File: config.mk
export PLATFORM = sky130hd
export DESIGN_NAME = pawn_move_checker_geom
export DESIGN_NICKNAME = d
export VERILOG_FILES = /design/src/rtl/pawn_move_checker_pkg.sv /design/src/rtl/pawn_move_checker_geom.sv
export SDC_FILE = /design/constraint.sdc
export NUM_CORES = 1
export LEC_CHECK = 0
export ABC_CLOCK_PERIOD_IN_PS = 2590
export BUFFER_PORTS_ARGS = -buffer_cell sky130_fd_sc_hd__buf_2
export CORE_AREA = 2 2 39 41
export DETAILED_ROUTE_END_ITERATION = 10
export DIE_AREA = 0 0 41 43
export REMOVE_ABC_BUFFERS = 1
export SYNTH_ARGS = -nofsm -noshare
export SYNTH_HDL_FRONTEND = slang
export SYNTH_SLANG_ARGS = --single-unit
File: constraint.sdc
create_clock -name vclk -period 2.59
set_clock_uncertainty 0.1 [all_clocks]
set_input_delay 0.1295 -clock vclk [all_inputs]
set_output_delay 0.1295 -clock vclk [all_outputs]
set_load 0.01 [all_outputs]
File: src/rtl/pawn_move_checker_pkg.sv
// Shared piece encoding, move classes and checker FSM states for the pawn move checker.
package pawn_move_checker_pkg;

    typedef logic [3:0] piece_t;

    localparam piece_t     PIECE_EMPTY = 4'd15;
    localparam logic [2:0] PIECE_PAWN  = 3'd1;
    localparam int         COLOUR_BIT  = 3;

    typedef enum logic [1:0] {
        MV_ILLEGAL,
        MV_SINGLE,
        MV_DOUBLE,
        MV_DIAG
    } move_kind_t;

    typedef enum logic [2:0] {
        ST_IDLE,
        ST_RD_MID,
        ST_RD_DEST,
        ST_EVAL,
        ST_RD_EP,
        ST_EVAL_EP,
        ST_DONE
    } state_t;

    // Colour bit is only meaningful for a non-empty square.
    function automatic logic piece_colour(piece_t p);
        return p[COLOUR_BIT];
    endfunction

    function automatic logic piece_is_pawn(piece_t p);
        return (p != PIECE_EMPTY) && (p[2:0] == PIECE_PAWN);
    endfunction

endpackage

File: src/rtl/pawn_move_checker_geom.sv
// Combinational pawn move geometry: move class, advance direction and the special ranks.
module pawn_move_checker_geom
    import pawn_move_checker_pkg::*;
#(
    parameter int BOARD_DIM = 8,
    parameter int COORD_W   = $clog2(BOARD_DIM),
    parameter int FLIPPED   = 1
) (
    input  logic [COORD_W-1:0] old_x,
    input  logic [COORD_W-1:0] old_y,
    input  logic [COORD_W-1:0] new_x,
    input  logic [COORD_W-1:0] new_y,
    input  logic               mover_color,
    output move_kind_t         kind,
    output logic [COORD_W-1:0] mid_y,
    output logic [COORD_W-1:0] promo_rank,
    output logic [COORD_W-1:0] ep_rank
);

    localparam logic [COORD_W:0]        DIM = (COORD_W+1)'(BOARD_DIM);
    localparam logic signed [COORD_W:0] ONE = (COORD_W+1)'(1);

    logic                      fwd_neg;
    logic                      in_range;
    logic signed [COORD_W:0]   fwd;
    logic signed [COORD_W:0]   fwd2;
    logic signed [COORD_W:0]   dy;
    logic signed [COORD_W:0]   dx;
    logic signed [COORD_W:0]   adx;
    logic [COORD_W-1:0]        start_rank;

    always_comb begin
        fwd_neg    = (FLIPPED != 0) || !mover_color;
        fwd        = fwd_neg ? -ONE : ONE;
        fwd2       = fwd + fwd;
        dy         = $signed({1'b0, new_y}) - $signed({1'b0, old_y});
        dx         = $signed({1'b0, new_x}) - $signed({1'b0, old_x});
        adx        = (dx < 0) ? -dx : dx;
        start_rank = fwd_neg ? COORD_W'(BOARD_DIM - 2) : COORD_W'(1);
        promo_rank = fwd_neg ? '0 : COORD_W'(BOARD_DIM - 1);
        // start_rank + 3*fwd, the rank a capturing pawn stands on for en passant
        ep_rank    = fwd_neg ? COORD_W'(BOARD_DIM - 5) : COORD_W'(4);
        mid_y      = fwd_neg ? (old_y - COORD_W'(1)) : (old_y + COORD_W'(1));
        in_range   = ({1'b0, old_x} < DIM) && ({1'b0, old_y} < DIM) &&
                     ({1'b0, new_x} < DIM) && ({1'b0, new_y} < DIM);

        kind = MV_ILLEGAL;
        if (in_range) begin
            if (adx == '0 && dy == fwd) begin
                kind = MV_SINGLE;
            end else if (adx == '0 && dy == fwd2 && old_y == start_rank) begin
                kind = MV_DOUBLE;
            end else if (adx == ONE && dy == fwd) begin
                kind = MV_DIAG;
            end
        end
    end

endmodule

==> metrics.cfg, run 1 <==
[run_status]
outcome = finished, final reports clean

[run]
drv_cap = 0

[floorplanning]
start_util_pct = 29.4
die_area_sq_um = 1760
die_h_microns = 43
die_x_microns = 41
core_sq_um = 1380
fp-row-count = 14
pin_count = 24

[sta]
fin_crit_sh_pct = 88.9
finalSetupViolations = 0
rsz0062_at_grt = no
tns_ns = 0
finalMaxSlewViolations = 0
max_freq_mhz = 434
fin_ws_ns = 0.286
period_needed_ns = 2.30
hold_violations = 0

[finish]
nClkBuffers = 0
area_delta_synth_final_pct = 18.5
final_cell_mix = buf_2, inv_1, ha_1
nNetsFinal = 91
final_common_cell = buf_2
seqCellArea_sq_um = 0
final_layout_size_suffix_gt1_share_pct = 36.4
seq_cells = 0
antennaDiodeCount = 0

[routing]
totalWireLength_microns = 655
drc = 0
viasPerCell = 4.27
firstDrtPassIters = 2
routedWlPerCell_microns = 7.99
ant_nets = 0
vias = 350
initialDrtViolationCount = 3

[place]
hpwl_microns = 605
gp_congestion = 0.664
io_buffers = 17
post-place-ws_ns = 0.277

[logic_synthesis]
seq_area_frac_synth_pct = 0
yosys_warnings = 0
ys_types = 25
syn_inst = 51
synthesis.area_sq_um = 407
syn_avg_cell_area_sq_um = 7.97

[worst_setup_path]
worst-setup-path-type = in -> out
path_max_fanout = 2
cp.required_ns = 2.36
cp-start-kind = input port
cp_data_arrival_time_ns = 2.07
cp-end-kind = output port

[clock_tree]
cts_resized = 0
cts_hold_buf = 0
cts_setup_buffers = 0

[global_route]
grt_pass1_vias = 302
grt_max_degree = 5
antenna_found_initial = 0
grt-ovfl-total = 0
grt.total_usage_pct = 8.11
grt_pass1_wl_mm = 1.09

[power]
irDropWorstVdd_v = 0.0000621
cellLeakagePower_nw = 0.277
cellPowerDensity_nw_per_um2 = 183

[min_path]
hold_end = mid_y[0]
hold_start = old_y[0]
hold_depth = 3
hold_class = in -> out

cells by family after synthesis:
kind of cell	synth area share, %
other cells	1.85
simple gates	20.3
xor+xnor	4.31
buf+inv	22.2
compound gates	16.9
fa+ha+maj	34.5
routing by layer:
metal / track usage [%] / vias to the layer above / wire length, microns
li1: - / 187 / -
met4: 0 / 0 / 0
met3: 1.05 / 0 / 64
met1: 10.2 / 149 / 282
met5: 0 / - / 0
met2: 14.7 / 14 / 308
critical path, cell delays in order:
cell and delay (ns):
buf_2 0.09, inv_1 0.04, ha_1 0.14, inv_1 0.05, fa_1 0.37, xnor2_1 0.15, or4_1 0.40, a2111o_1 0.42
nor3_2 0.12, buf_2 0.15
stage by stage:
stage	utilization [%]	hold WS [ns]	power, mW	cell area (sq um)	instances
final	34.8	0.441	0.0880	482	82
after global routing	34.8	0.466	0.0997	482	82
after CTS	34.8	0.446	0.0884	482	82
after detailed placement	34.8	0.443	0.0878	482	82
after global placement	34.8	0.443	0.0862	482	82
after floorplan	-	0.222	0.0638	377	49
synthesized netlist by cell type:
cell       n  area share (%)
a21o_2     1             2.2
nor2b_1    1             1.5
and3_2     1             1.8
fa_1       2             9.8
a21oi_2    1             2.2
inv_1     12              11
and2_2     1             1.8
and3b_4    1             3.1
nor3_2     1             2.5
xnor2_1    1             2.2
nor2_1     2             1.8
a31oi_1    1             1.5
nand2b_1   1             1.5
xor2_1     1             2.2
a2111o_1   1             2.8
conb_1     2             1.8
o21ai_0    1             1.2
or4_1      1             1.8
o31ai_1    1             1.8
buf_4      6              11
nand4_1    1             1.5
or3_1      1             1.5
a31oi_4    1             5.2
ha_1       8              25
nand3_1    1             1.2
where the power goes:
part           switching (mW)  internal, mW
Clock                       0             0
Combinational          0.0471        0.0409
Sequential                  0             0
Total                  0.0471        0.0409
worst max path at each step:
stage / startpoint / to / slack, ns / cells past startpoint
6_report: new_x[0] / kind[0] / 0.29 / 10
5_1_grt: new_x[0] / kind[0] / 0.14 / 10
4_1_cts: new_x[0] / kind[0] / 0.27 / 10
3_5_place_dp: new_x[0] / kind[0] / 0.28 / 10
3_3_place_gp: new_x[0] / kind[0] / 0.29 / 10
2_1_floorplan: new_x[0] / kind[0] / 0.54 / 8
layout make-up:
cell class	instances	area, sq um
inverters	12	45.0
multi-input cells	37	332
fillers	160	902
well taps	16	20.0
repair buffers	17	85.1
Note: power is estimated with default switching activity, not from simulation.
==> inputs of run 2 (changes only) <==
--- a/config.mk
+++ b/config.mk
@@ -5,11 +5,10 @@
 export SDC_FILE = /design/constraint.sdc
 export NUM_CORES = 1
 export LEC_CHECK = 0
-export ABC_CLOCK_PERIOD_IN_PS = 2590
+export ABC_CLOCK_PERIOD_IN_PS = 1800
 export BUFFER_PORTS_ARGS = -buffer_cell sky130_fd_sc_hd__buf_2
-export CORE_AREA = 2 2 39 41
+export CORE_UTILIZATION = 30
 export DETAILED_ROUTE_END_ITERATION = 10
-export DIE_AREA = 0 0 41 43
 export REMOVE_ABC_BUFFERS = 1
 export SYNTH_ARGS = -nofsm -noshare
 export SYNTH_HDL_FRONTEND = slang
==> constraint.sdc (replaced) <==
create_clock -name vclk -period 1.8
set_clock_uncertainty 0.1 [all_clocks]
set_input_delay 0.09 -clock vclk [all_inputs]
set_output_delay 0.09 -clock vclk [all_outputs]
set_load 0.01 [all_outputs]
==> metrics.cfg, run 2 (synthesized netlist as in run 1, its figures left out) <==
[routing]
drc = 0  ; unchanged
vias = 365  ; was 350
ant_nets = 0  ; unchanged
viasPerCell = 4.15  ; was 4.27
routedWlPerCell_microns = 8.61  ; was 7.99 microns
firstDrtPassIters = 2  ; unchanged
totalWireLength_microns = 758  ; was 655 microns
initialDrtViolationCount = 4  ; was 3

[clock_tree]
cts_setup_buffers = 0  ; unchanged

[floorplanning]
die_x_microns = 38.8  ; was 41 microns
start_util_pct = 34.3  ; was 29.4%
fp-row-count = 12  ; was 14
core_sq_um = 1190  ; was 1380 sq um
die_h_microns = 38.8  ; was 43 microns
die_area_sq_um = 1510  ; was 1760 sq um
pin_count = 24  ; unchanged

[worst_setup_path]
cp.required_ns = 1.61  ; was 2.36 ns
worst-setup-path-type = in -> out  ; unchanged
cp-start-kind = input port  ; unchanged
path_max_fanout = 2  ; unchanged
cp_data_arrival_time_ns = 2.00  ; was 2.07 ns
cp-end-kind = output port  ; unchanged

[global_route]
antenna_found_initial = 0  ; unchanged
grt.total_usage_pct = 9.75  ; was 8.11%
grt_pass1_vias = 287  ; was 302
grt_max_degree = 4  ; was 5
grt-ovfl-total = 0  ; unchanged
grt_pass1_wl_mm = 1.11  ; was 1.09 mm

[place]
gp_congestion = 0.688  ; was 0.664
io_buffers = 17  ; unchanged
post-place-ws_ns = -0.424  ; was 0.277 ns
hpwl_microns = 664  ; was 605 microns
placed_area_sq_um = 539  ; was 482 sq um

[sta]
max_freq_mhz = 456
hold_violations = 0  ; unchanged
fin_ws_ns = -0.391  ; was 0.286 ns
period_needed_ns = 2.19
finalSetupViolations = 2  ; was 0
tns_ns = -0.728  ; was 0 ns
fin_crit_sh_pct = 122
rsz0062_at_grt = yes  ; was no
finalMaxSlewViolations = 0  ; unchanged

[finish]
final_common_cell = buf_2  ; unchanged
final_cell_mix = buf_2, inv_1, buf_4  ; was buf_2, inv_1, ha_1
seq_cells = 0  ; unchanged
fin_area_sq_um = 583  ; was 482 sq um
nNetsFinal = 99  ; was 91
seqCellArea_sq_um = 0  ; unchanged
antennaDiodeCount = 0  ; unchanged
area_delta_synth_final_pct = 43.4  ; was 18.5%
nFillCells = 121  ; was 160
nClkBuffers = 0  ; unchanged
final_layout_size_suffix_gt1_share_pct = 51.4  ; was 36.4%

[power]
irDropWorstVdd_v = 0.0000944  ; was 0.0000621 V
cellPowerDensity_nw_per_um2 = 284  ; was 183 nW/um^2
cellLeakagePower_nw = 0.322  ; was 0.277 nW
totalPowerFinal_uw = 166  ; was 88.0 uW

[min_path]
hold_class = in -> out  ; unchanged

[run_status]
violations = negative setup slack
outcome = finished, violations left  ; was finished, final reports clean

[run]
drv_cap = 0  ; unchanged

## run 2: cell types whose count changed in the layout (fill, tap and decap cells not counted), sizes merged
cell | previous run | this run
buf | 17 | 25
## run 2: power by group
| part | internal (mW) | switching, mW | leakage [nW] |
|---|---|---|---|
| combinational | 0.0877 | 0.0779 | 0.322 |
| sequential | 0 | 0 | 0 |
| clock | 0 | 0 | 0 |
| total | 0.0877 | 0.0779 | 0.322 |
## run 2: routing by layer
layer | global-route usage [%] | wire [microns] | part of all wire, % | vias up
met5 | 0 | 0 | 0 | -
met1 | 13.4 | 356 | 47 | 149
met3 | 0 | 38 | 5.0 | 0
met2 | 17.9 | 363 | 48 | 13
li1 | - | - | - | 203
met4 | 0 | 0 | 0 | 0
## run 2: worst paths after layout
check | from | to | slack (ns) | cells past startpoint
max | new_x[0] | kind[0] | -0.39 | 10
min | old_y[0] | mid_y[0] | 0.37 | 3
## run 2: area by class of cell
cell class	instances	area, sq um	share of cell area, %
inverter	12	47.5	8.15
multi-input combinational	37	367	62.9
tap	14	17.5	3.00
timing repair buffer	25	151	26.0
## run 2: critical path, stage by stage
cell and delay, ns:
buf_6 0.10, inv_4 0.04, ha_4 0.12, inv_2 0.03
fa_2 0.34, xnor2_2 0.14, or4_1 0.40, a2111o_1 0.42
nor3_2 0.17, buf_2 0.14
## run 2: timing repair
action | in CTS | in global routing
pin swaps | 1 | 2
endpoints found under the setup margin | 2 | 2
hold buffers | 0 | 0
resized for setup | 1 | 8
## run 2: stage by stage
stage               hold slack (ns)  util, %  cells
floorplan                     0.143        -     49
global placement              0.366     45.5     88
detailed placement            0.365     45.5     88
CTS                           0.369     45.7     88
global route                  0.388     49.2     88
finish                        0.367     49.2     88
